--- src/rtl/regmap_ctrl_pkg.sv ---
// Shared types for the register-map write scheduler: controller states and
// the retire queue entry layout.
package regmap_ctrl_pkg;

    localparam int RM_DATA_WIDTH     = 32;
    localparam int RM_REG_ADDR_WIDTH = 5;

    localparam logic [1:0] ST_RUN   = 2'd0;
    localparam logic [1:0] ST_DRAIN = 2'd1;
    localparam logic [1:0] ST_FLUSH = 2'd2;

    typedef enum logic [1:0] {
        RUN   = ST_RUN,
        DRAIN = ST_DRAIN,
        FLUSH = ST_FLUSH
    } ctrl_state_e;

    typedef struct packed {
        logic [RM_REG_ADDR_WIDTH-1:0] rdest;
        logic [RM_DATA_WIDTH-1:0]     data;
    } rq_entry_t;

endpackage

--- src/rtl/regmap_retire_queue.sv ---
// In-order retire queue with per-entry valid bits and an rdest lookup used
// by the controller to detect a queued write to a register being renamed.
module regmap_retire_queue
    import regmap_ctrl_pkg::*;
#(
    parameter int RQ_DEPTH = 4,
    localparam int PTR_WIDTH = $clog2(RQ_DEPTH),
    localparam int CNT_WIDTH = PTR_WIDTH + 1
) (
    input  logic                         clk,
    input  logic                         rst,
    input  logic                         push,
    input  rq_entry_t                    push_entry,
    input  logic                         pop,
    input  logic [RM_REG_ADDR_WIDTH-1:0] lookup_rdest,
    output logic                         lookup_hit,
    output rq_entry_t                    head,
    output logic                         empty,
    output logic [CNT_WIDTH-1:0]         count
);

    rq_entry_t              mem [RQ_DEPTH];
    logic [RQ_DEPTH-1:0]    valid;
    logic [PTR_WIDTH-1:0]   wr_ptr;
    logic [PTR_WIDTH-1:0]   rd_ptr;

    always_ff @(posedge clk) begin
        if (rst) begin
            wr_ptr <= '0;
            rd_ptr <= '0;
            count  <= '0;
            valid  <= '0;
        end else begin
            if (push) begin
                valid[wr_ptr] <= 1'b1;
                wr_ptr        <= wr_ptr + PTR_WIDTH'(1);
            end
            if (pop) begin
                valid[rd_ptr] <= 1'b0;
                rd_ptr        <= rd_ptr + PTR_WIDTH'(1);
            end
            count <= count + CNT_WIDTH'(push) - CNT_WIDTH'(pop);
        end
    end

    // Storage carries no reset; the valid bits alone qualify every entry.
    always_ff @(posedge clk) begin
        if (push) begin
            mem[wr_ptr] <= push_entry;
        end
    end

    always_comb begin
        lookup_hit = 1'b0;
        for (int i = 0; i < RQ_DEPTH; i++) begin
            if (valid[i] && (mem[i].rdest == lookup_rdest)) begin
                lookup_hit = 1'b1;
            end
        end
    end

    assign head  = mem[rd_ptr];
    assign empty = (count == '0);

endmodule

--- src/rtl/regmap_update_ctrl.sv ---
// Sole writer of the register map: orders rename tag writes behind older
// committed-value writes and drains the retire queue before any map flush.
//
// state | meaning
// RUN   | accepting dispatch and retire, queue drains one entry per cycle
// DRAIN | flush pending, inputs blocked, emptying the retire queue
// FLUSH | queue empty, o_regmap_flush asserted for this single cycle
module regmap_update_ctrl
    import regmap_ctrl_pkg::*;
#(
    parameter int DATA_WIDTH   = RM_DATA_WIDTH,
    parameter int REGMAP_DEPTH = 32,
    parameter int TAG_WIDTH    = 6,
    parameter int RQ_DEPTH     = 4,
    localparam int REG_ADDR_WIDTH = $clog2(REGMAP_DEPTH),
    localparam int CNT_WIDTH      = $clog2(RQ_DEPTH) + 1
) (
    input  logic                      clk,
    input  logic                      rst,
    input  logic                      i_flush_req,
    output logic                      o_flush_busy,
    input  logic                      i_disp_valid,
    output logic                      o_disp_ready,
    input  logic [REG_ADDR_WIDTH-1:0] i_disp_rdest,
    input  logic [TAG_WIDTH-1:0]      i_disp_tag,
    input  logic                      i_ret_valid,
    output logic                      o_ret_ready,
    input  logic [REG_ADDR_WIDTH-1:0] i_ret_rdest,
    input  logic [DATA_WIDTH-1:0]     i_ret_data,
    output logic                      o_tag_wr_en,
    output logic [REG_ADDR_WIDTH-1:0] o_tag_wr_rdest,
    output logic [TAG_WIDTH-1:0]      o_tag_wr_tag,
    output logic                      o_dest_wr_en,
    output logic [REG_ADDR_WIDTH-1:0] o_dest_wr_rdest,
    output logic [DATA_WIDTH-1:0]     o_dest_wr_data,
    output logic                      o_regmap_flush,
    output logic [CNT_WIDTH-1:0]      o_rq_count
);

    ctrl_state_e            state;
    rq_entry_t              ret_entry;
    rq_entry_t              q_head;
    logic                   q_empty;
    logic                   q_hit;
    logic [CNT_WIDTH-1:0]   q_count;
    logic                   ret_accept;
    logic                   q_push;
    logic                   q_pop;
    logic                   disp_accept;
    logic                   hazard;

    assign ret_entry.rdest = i_ret_rdest;
    assign ret_entry.data  = i_ret_data;

    assign ret_accept  = i_ret_valid && o_ret_ready;
    assign q_push      = ret_accept && (i_ret_rdest != '0);
    assign q_pop       = !q_empty;

    // A retire entering an empty queue reaches the map alongside the tag
    // write, which the map resolves in the tag's favour, so no stall there.
    assign hazard = (i_disp_rdest != '0) &&
                    (q_hit || (ret_accept && !q_empty && (i_ret_rdest == i_disp_rdest)));

    assign o_ret_ready  = (state == RUN) && (q_count < CNT_WIDTH'(RQ_DEPTH));
    assign o_disp_ready = (state == RUN) && !i_flush_req && !hazard;
    assign disp_accept  = i_disp_valid && o_disp_ready;

    regmap_retire_queue #(
        .RQ_DEPTH (RQ_DEPTH)
    ) u_rq (
        .clk          (clk),
        .rst          (rst),
        .push         (q_push),
        .push_entry   (ret_entry),
        .pop          (q_pop),
        .lookup_rdest (i_disp_rdest),
        .lookup_hit   (q_hit),
        .head         (q_head),
        .empty        (q_empty),
        .count        (q_count)
    );

    always_ff @(posedge clk) begin
        if (rst) begin
            state <= RUN;
        end else begin
            case (state)
                RUN:     if (i_flush_req) state <= DRAIN;
                DRAIN:   if (q_count <= CNT_WIDTH'(1)) state <= FLUSH;
                FLUSH:   state <= RUN;
                default: state <= RUN;
            endcase
        end
    end

    always_ff @(posedge clk) begin
        if (rst) begin
            o_tag_wr_en    <= 1'b0;
            o_tag_wr_rdest <= '0;
            o_tag_wr_tag   <= '0;
        end else begin
            o_tag_wr_en <= disp_accept && (i_disp_rdest != '0);
            if (disp_accept && (i_disp_rdest != '0)) begin
                o_tag_wr_rdest <= i_disp_rdest;
                o_tag_wr_tag   <= i_disp_tag;
            end
        end
    end

    assign o_dest_wr_en    = !q_empty;
    assign o_dest_wr_rdest = q_empty ? '0 : q_head.rdest;
    assign o_dest_wr_data  = q_empty ? '0 : q_head.data;

    assign o_regmap_flush = (state == FLUSH);
    assign o_flush_busy   = (state != RUN);
    assign o_rq_count     = q_count;

endmodule

--- config.mk ---
export PLATFORM = sky130hd
export DESIGN_NAME = regmap_update_ctrl
export DESIGN_NICKNAME = d
export VERILOG_FILES = /design/src/rtl/regmap_ctrl_pkg.sv /design/src/rtl/regmap_retire_queue.sv /design/src/rtl/regmap_update_ctrl.sv
export SDC_FILE = /design/constraint.sdc
export NUM_CORES = 1
export LEC_CHECK = 0
export BUFFER_PORTS_ARGS = -buffer_cell sky130_fd_sc_hd__buf_2
export CAP_MARGIN = 20
export CORE_MARGIN = 3
export CORE_UTILIZATION = 57
export DETAILED_ROUTE_END_ITERATION = 16
export PLACE_DENSITY_LB_ADDON = 0.2
export RECOVER_POWER = 50
export SYNTH_ARGS = -nofsm -noshare
export SYNTH_HDL_FRONTEND = slang
export SYNTH_SLANG_ARGS = --single-unit
--- constraint.sdc ---
create_clock -name clk -period 3.1 [get_ports clk]
set_input_delay 0.465 -clock clk [delete_from_list [all_inputs] [get_ports clk]]
set_output_delay 0.465 -clock clk [all_outputs]
set_load 0.02 [all_outputs]
==> results of run 1 <==
-- critical path, stage by stage (launching register included) --
cell and delay (ps):
dfxtp_1 330, or4b_1 560, nor4_1 330, nand4_1 160, nor2b_4 200, a21boi_1 170, nor3_1 60, buf_2 160
-- metal layers --
layer  part of all wire  up-vias  GRT usage
li1                   -     1830          -
met1               0.41     2042      0.267
met2               0.53      106      0.345
met3              0.049       15     0.0646
met4              0.013        0     0.0702
met5                  0        -          0
-- cell families (layout without fill, tap and decap cells) --
logic type / count (synthesis) / after routing / share of synthesized area
compound gates: 35 / 35 / 0.0328
xor+xnor: 28 / 28 / 0.0340
fa+ha+maj: 13 / 13 / 0.0236
buf+inv: 36 / 167 / 0.0227
flops: 175 / 175 / 0.691
mux: 38 / 38 / 0.117
simple gates: 93 / 93 / 0.0784
-- state kept, by name, summed over array words and instances (netlist names), named ones only --
register	flops
o_tag_wr_en	1
o_tag_wr_rdest	5
o_tag_wr_tag	6
state	2
u_rq.count	3
u_rq.mem	148
u_rq.rd_ptr	2
u_rq.valid	4
u_rq.wr_ptr	2
-- area by class of cell --
class,instances,area share
Inverter,11,0.00485
Sequential cell,175,0.585
Tap cell,168,0.0247
Timing Repair Buffer,124,0.0751
Clock buffer,17,0.0499
Clock inverter,15,0.0198
Multi-Input combinational cell,207,0.240
-- worst max path at each step --
stage	start	to	slack, ps	depth (start not counted)
2_1_floorplan	u_rq.count[1]$_SDFF_PP0_	u_rq.count[2]$_SDFF_PP0_	510	10
3_3_place_gp	i_ret_valid	o_disp_ready	610	8
3_5_place_dp	i_ret_valid	o_disp_ready	570	8
4_1_cts	u_rq.count[2]$_SDFF_PP0_	o_disp_ready	260	7
5_1_grt	u_rq.count[2]$_SDFF_PP0_	o_disp_ready	60	7
6_report	state[1]$_SDFFE_PP0P_	o_disp_ready	260	7
-- layout by cell type, fill, tap and decap left out, types with 3 or more instances in the layout --
cell,synthesis,layout
a21oi_1,7,8
a21oi_2,11,10
and3_1,4,4
buf_12,0,4
buf_2,10,54
buf_4,0,11
bufinv_16,0,3
clkbuf_1,12,55
clkbuf_16,0,17
clkinv_2,0,4
clkinv_4,0,4
dfxtp_1,27,25
edfxtp_1,148,148
ha_1,12,12
inv_1,11,11
mux4_2,37,37
nand2_1,4,4
nand4_1,12,12
nor2_1,12,12
nor2b_1,39,39
nor3_1,6,6
nor4_1,4,5
o21a_1,4,4
o21ai_0,1,6
o21ai_1,9,4
xnor2_1,10,10
xor2_1,18,18
-- power by group through the flow --
stage | sequential [W] | clock [W] | combinational [W]
3_5_place_dp | 0.00302 | 0 | 0.00242
6_report | 0.00296 | 0.00211 | 0.00235
4_1_cts | 0.00297 | 0.00215 | 0.00243
3_3_place_gp | 0.00300 | 0 | 0.00239
2_1_floorplan | 0.00295 | 0 | 0.00168
5_1_grt | 0.00299 | 0.00225 | 0.00256
-- per-stage QoR --
stage / cells / total power, W / hold WS (ps) / util / area (sq um)
floorplan: 418 / 0.00462 / 433 / - / 7210
global placement: 685 / 0.00539 / 449 / 0.657 / 8020
detailed placement: 685 / 0.00543 / 466 / 0.657 / 8020
CTS: 717 / 0.00754 / 243 / 0.705 / 8610
global route: 717 / 0.00780 / 292 / 0.698 / 8520
finish: 717 / 0.00743 / 301 / 0.698 / 8520
==> impl_metrics.toml, run 1 <==
[drt]
vias_per_cell = 5.57
drcViolationCount = 0
vias = 3993
drtAntennaViolNets = 0
wl_um = 13800
drt_iter0_drc = 322
route.detailed.wl_per_inst_um = 19.3
firstDrtPassIters = 4

[logic_synthesis]
synth_common_cells = "edfxtp_1 (148), nor2b_1 (39), mux4_2 (37), dfxtp_1 (27), xor2_1 (18)"
synth_edf_count = 148
syn_area_sq_mm = 0.00721
synth.avg_cell_area_sq_um = 17.2
synth_top_area_cell = "edfxtp_1"
synth.top_cell.area_share = 0.616
ys_types = 37
syn_inst = 418
ys_ff_latch = 175
async_reset_ff_frac = 0
yosysSeqAreaShare = 0.691
yosysWarnings = 0
synth_nets = 484
ys.flop_type = "edfxtp_1"
synth.most_common_cell = "edfxtp_1"
ys_top_cells_by_area = "edfxtp_1 (62%), mux4_2 (12%), dfxtp_1 (7.5%)"

[clock_network]
clock_path_buffers = 2
cts_tree = "done"
cts.htree.levels = 4
worstSkewPairLatency_ps = 420
cts-root-buf = "clkbuf_16"
postCtsSetupBuffers = 0
holdBufCountCts = 0
cts_made_buffers = 17
cts.sinks = 175
cts_resized = 0
clk_pin_slew_ps = 60

[timing]
final.setup_skew_ps = 11.3
rsz0062_at_grt = "no"
tns_ps = 0
finalCritPeriodShare = 0.918
finalSetupViolations = 0
hold_violations = 0
slew_headroom = 0.421
max_slew.worst_pin.slew_ps = 869
clock.fmax_mhz = 352
min_period_ps = 2840
drv_slew = 0
fin_ws_ps = 256

[grt]
grt_max_degree = 27
overflow = 0
antenna_found_initial = 0
grt.total_usage = 0.209
grt_pass1_wl_um = 22300
grt_pass1_vias = 4184

[pwr]
swShare = 0.318
peakVddDrop_mv = 0.682
combPwrFrac = 0.317
p_seq_frac = 0.398
internal-power_w = 0.00507
p_sw_w = 0.00236
power.density_mw_per_mm2 = 872
clock_power_share = 0.285
leakagePower_nw = 2.94

[placement]
gp_congestion = 0.808
hpwlAfterDp_um = 9120
pre_cts_ws_ps = 573
io_buffers = 109

[critical_path]
ff2ff_setup_slack_ps = 300
arrival_ps = 2380
critPathKind = "flop to primary output"
path_max_fanout = 12
critPathLaunchType = "flop"
reg2reg_to = "u_rq.mem[3][26]$_DFFE_PP_"
r2r_cells = 4
reg2reg_from = "state[1]$_SDFFE_PP0P_"
worstPathRequired_ps = 2630
worstSetupEndpointType = "primary output"

[layout]
layout.nets = 602
fillers = 873
areaGrowthSynthToFinish_pct = 18.2
drive_above_1_share = 0.277
diodes = 0
seqCellArea_sq_mm = 0.00499
multi_input_area_sq_mm = 0.00205

[die]
die_w_um = 118
die_h_um = 118
die_area_sq_mm = 0.0140
coreArea_sq_mm = 0.0122
initial_core_util = 0.590
ioPinCount = 110
rows = 40

[run]
drv_cap = 0

[min_path]
min_path_type = "primary input to flop"
hold_end = "u_rq.mem[2][29]$_DFFE_PP_"
hold_depth = 1
hold_start = "i_ret_data[29]"

[status]
outcome = "completed"
(Power assumes the default switching activity.)
==> run 2, diff against run 1 <==
--- a/config.mk
+++ b/config.mk
@@ -8,9 +8,9 @@
 export BUFFER_PORTS_ARGS = -buffer_cell sky130_fd_sc_hd__buf_2
 export CAP_MARGIN = 20
 export CORE_MARGIN = 3
-export CORE_UTILIZATION = 57
+export CORE_UTILIZATION = 45
 export DETAILED_ROUTE_END_ITERATION = 16
-export PLACE_DENSITY_LB_ADDON = 0.2
+export PLACE_DENSITY = 0.66
 export RECOVER_POWER = 50
 export SYNTH_ARGS = -nofsm -noshare
 export SYNTH_HDL_FRONTEND = slang
==> run 2 against run 1 <==
Effect of this change:
- first-iteration DRC count is 24% lower
- utilization is 15 points lower
- non-clock buffer count down 2
- clock power fell by 5%
- final cell count up 5.7%
- sequential power up 1%
- combinational power fell by 2%
- design area shrank 0.15%
- critical endpoint unchanged
==> impl_metrics.toml, run 2 (synthesized netlist as in run 1, its figures left out) <==
[layout]
diodes = 0
layout.nets = 600
largest_reg_flops = 148
seqCellArea_sq_mm = 0.00499
areaGrowthSynthToFinish_pct = 18.0
multi_input_area_sq_mm = 0.00207
largestRegisters = "u_rq.mem x148, o_tag_wr_tag x6, o_tag_wr_rdest x5"
layout_common_cells = "edfxtp_1 (148), clkbuf_1 (56), buf_2 (54), nor2b_1 (39), mux4_2 (37)"
fillers = 1292
final_common_cell = "edfxtp_1"
top_register = "u_rq.mem"
fin_area_sq_mm = 0.00851
drive_above_1_share = 0.283

[grt]
grt_pass1_wl_um = 22600
grt.total_usage = 0.168
antenna_found_initial = 0
overflow = 0
grt_max_degree = 39
grt_pass1_vias = 4081

[critical_path]
cp_slowest_cell = "or4b_1"
worstSetupEndpointType = "primary output"
max_stage_delay_ps = 560
worstPathRequired_ps = 2630
arrival_ps = 2370
path_cells = "or4b_1 -> nor4_2 -> nand4_1 -> nor2b_4 -> a21boi_1 -> nor3_1 -> buf_2"
critPathKind = "flop to primary output"
critPathLaunchType = "flop"
path_max_fanout = 12

[timing]
min_period_ps = 2840
final.setup_skew_ps = 7.04
rsz0062_at_grt = "no"
max_slew.worst_pin.slew_ps = 757
drv_slew = 0
finalCritPeriodShare = 0.915
hold_violations = 0
slew_headroom = 0.496
clock.fmax_mhz = 353
finalSetupViolations = 0

[die]
rows = 45
die_h_um = 133
initial_core_util = 0.467
ioPinCount = 110
coreArea_sq_mm = 0.0154
die_area_sq_mm = 0.0176
die_w_um = 133

[clock_network]
postCtsSetupBuffers = 0
cts_made_buffers = 17
clk_pin_slew_ps = 60
cts_tree = "done"
worstSkewPairLatency_ps = 420
holdBufCountCts = 0
cts-root-buf = "clkbuf_16"
cts.htree.levels = 4
clock_path_buffers = 2
cts.sinks = 175

[drt]
route.detailed.wl_per_inst_um = 18.8
drtAntennaViolNets = 0
vias_per_cell = 5.22
wl_um = 14200
vias = 3958
firstDrtPassIters = 4
drcViolationCount = 0
drt_iter0_drc = 246

[pwr]
leakagePower_nw = 2.91
power.density_mw_per_mm2 = 860
peakVddDrop_mv = 0.447
totalPowerFinal_w = 0.00731

[placement]
postPlaceCellArea_sq_mm = 0.00807
io_buffers = 109
hpwlAfterDp_um = 8890
gp_congestion = 0.784

[run]
drv_cap = 0

[status]
outcome = "completed"

[min_path]
min_path_type = "primary input to flop"
-- run 2: cell count changes in the layout (fill, tap and decap cells not counted), sizes merged --
cell and delta:
buf -6, bufinv -2, clkbuf +5, clkinv -4
clkinvlp +1, inv +4
-- run 2: where the power goes --
group          switching [W]  internal, W
combinational        0.00132     0.000989
sequential          0.000198      0.00280
clock               0.000891      0.00112
-- run 2: final cells by class --
class	instances	share of cell area
Clock buffer	18	0.0505
Tap cell	211	0.0310
Timing Repair Buffer	122	0.0690
Inverter	11	0.00485
Clock inverter	14	0.0154
Multi-Input combinational cell	207	0.243
Sequential cell	175	0.586
-- run 2: routing by layer --
| metal | GRT usage | wire (um) |
|---|---|---|
| met5 | 0 | 0 |
| met4 | 0.0681 | 223 |
| met3 | 0.0414 | 677 |
| met2 | 0.284 | 7310 |
| met1 | 0.209 | 6010 |
-- run 2: path summary, 6_finish.rpt --
path,cells past startpoint,endpoint,startpoint,slack [ps]
setup reg to reg,4,u_rq.mem[1][15]$_DFFE_PP_,state[1]$_SDFFE_PP0P_,520
setup / recovery,7,o_disp_ready,state[1]$_SDFFE_PP0P_,260
hold reg to reg,1,u_rq.valid[2]$_SDFF_PP0_,u_rq.valid[2]$_SDFF_PP0_,470
hold / removal,3,o_tag_wr_tag[5]$_SDFFE_PP0P_,i_disp_tag[5],300
-- run 2: worst max-delay path, delay by kind of cell (launching register included) --
kind | cells | cell delay (ps)
and+or+nand+nor | 5 | 1280
DFF | 1 | 320
buffers and inverters | 1 | 160
AOI/OAI and AO/OA | 1 | 190
-- run 2: what timing repair did --
action	CTS	global route
setup endpoints to repair	1	1
cloned	0	0
gates resized for setup	1	1
-- run 2: stage by stage --
| stage | hold slack [ps] | util | setup TNS [ps] | instances | setup slack (ps) |
|---|---|---|---|---|---|
| final | 299 | 0.551 | 0 | 758 | 265 |
| after global routing | 295 | 0.551 | 0 | 758 | 92.0 |
| after detailed placement | 462 | 0.523 | -16.7 | 726 | -16.7 |
| after CTS | 230 | 0.560 | 0 | 758 | 181 |
| after floorplan | 433 | - | 0 | 418 | 513 |
| after global placement | 454 | 0.523 | 0 | 726 | 68.0 |
==> run 3, diff against run 2 <==
==> constraint.sdc (replaced) <==
create_clock -name clk -period 3.1 [get_ports clk]
set_input_delay 0.155 -clock clk [delete_from_list [all_inputs] [get_ports clk]]
set_output_delay 0.155 -clock clk [all_outputs]
set_load 0.02 [all_outputs]
==> run 3 against run 2 <==
Effect of this change:
- flip-flop and latch count is the same
- clock power grew 2%
- final cell count grew 4.9%
- clock skew is essentially flat
- combinational power is essentially flat
- total power grew 0.99%
- critical path type unchanged
- worst setup slack gained 220 ps
- highest routed layer unchanged
- sequential share of layout area shrank 2.6 points
- global-route usage grew 0.89 points
==> impl_metrics.toml, run 3 (synthesized netlist as in run 1, its figures left out) <==
[timing]
final.setup_skew_ps = 7.08
rsz0062_at_grt = "no"
hold_violations = 0
min_period_ps = 2620
hold_slack_ps = 92.9
tns_ps = 0
max_slew.worst_pin.slew_ps = 960
finalCritPeriodShare = 0.845
clock.fmax_mhz = 382
slew_headroom = 0.360
drv_slew = 0
finalSetupViolations = 0

[grt]
grt_max_degree = 40
overflow = 0
grt.total_usage = 0.177
grt_pass1_vias = 4433
grt_pass1_wl_um = 23900
antenna_found_initial = 0

[clock_network]
cts.htree.levels = 4
postCtsSetupBuffers = 0
cts_made_buffers = 17
clk_pin_slew_ps = 60
clock_path_buffers = 2
cts-root-buf = "clkbuf_16"
cts_resized = 0
worstSkewPairLatency_ps = 420
holdBufCountCts = 41
cts.sinks = 175
cts_tree = "done"

[layout]
seqCellArea_sq_mm = 0.00499
largest_reg_flops = 148
layout.nets = 637
layout_common_cells = "edfxtp_1 (148), clkbuf_1 (58), buf_2 (53), dlygate4sd3_1 (41), nor2b_1 (39)"
top_register = "u_rq.mem"
fin_util = 0.577
fillers = 1319
multi_input_area_sq_mm = 0.00205
areaGrowthSynthToFinish_pct = 23.5
drive_above_1_share = 0.250
final_common_cell = "edfxtp_1"
diodes = 0
largestRegisters = "u_rq.mem x148, o_tag_wr_tag x6, o_tag_wr_rdest x5"

[drt]
vias = 4141
route.detailed.wl_per_inst_um = 18.7
wl_um = 14800
drt_iter0_drc = 303
vias_per_cell = 5.21
firstDrtPassIters = 4
drtAntennaViolNets = 0
drcViolationCount = 0

[status]
outcome = "completed"

[critical_path]
worstSetupEndpointType = "primary output"
path_max_fanout = 12
max_stage_delay_ps = 550
path_cells = "or4b_1 -> nor4_1 -> nand4_1 -> nor2b_4 -> a21boi_0 -> nor3_1 -> buf_2"
worstPathRequired_ps = 2940
critPathLaunchType = "flop"
cp_slowest_cell = "or4b_1"
critPathKind = "flop to primary output"
arrival_ps = 2470

[placement]
io_buffers = 109
hpwlAfterDp_um = 9300
gp_congestion = 0.753

[die]
initial_core_util = 0.467
ioPinCount = 110
die_w_um = 133
die_area_sq_mm = 0.0176
die_h_um = 133
rows = 45
coreArea_sq_mm = 0.0154

[pwr]
leakagePower_nw = 3.07
power.density_mw_per_mm2 = 829
peakVddDrop_mv = 0.424

[run]
drv_cap = 0

[min_path]
min_path_type = "primary input to flop"
==> run 3: worst max-delay path, delay by kind of cell (launching register included) <==
family / cells / cell delay, ps
simple gates: 5 / 1330
flops: 1 / 320
compound gates: 1 / 230
buf+inv: 1 / 160
==> run 3: final timing paths <==
kind	endpoint	cells after the start	startpoint	slack, ps
setup / recovery	o_disp_ready	7	state[1]$_SDFFE_PP0P_	480
hold / removal	o_tag_wr_rdest[3]$_SDFFE_PP0P_	3	i_disp_rdest[3]	90
setup reg to reg	u_rq.mem[1][27]$_DFFE_PP_	4	state[1]$_SDFFE_PP0P_	600
hold reg to reg	u_rq.valid[1]$_SDFF_PP0_	1	u_rq.valid[1]$_SDFF_PP0_	470
==> run 3: layout make-up <==
type                            instances  area share
Clock buffer                           19      0.0486
Tap cell                              211      0.0297
Inverter                               11     0.00464
Timing Repair Buffer                  159       0.111
Clock inverter                         13      0.0159
Multi-Input combinational cell        207       0.230
Sequential cell                       175       0.560
==> run 3: routing by layer <==
layer / vias up / wire length, um / track usage
met5: - / 0 / 0
met4: 0 / 230 / 0.0739
met3: 22 / 532 / 0.0369
met2: 113 / 7790 / 0.303
met1: 2099 / 6280 / 0.221
li1: 1907 / - / -
==> run 3: through the flow <==
step,power (W),instances,cell area [sq um],setup slack (ps)
floorplan,0.00462,418,7210,513
global placement,0.00538,722,8010,836
detailed placement,0.00542,722,8010,798
CTS,0.00752,795,9000,551
global route,0.00779,795,8900,249
finish,0.00738,795,8900,480
==> run 3: report_power, final <==
group / internal, W / switching, W
logic: 0.00101 / 0.00133
registers: 0.00280 / 0.000195
clock network: 0.00119 / 0.000869
total: 0.00499 / 0.00239
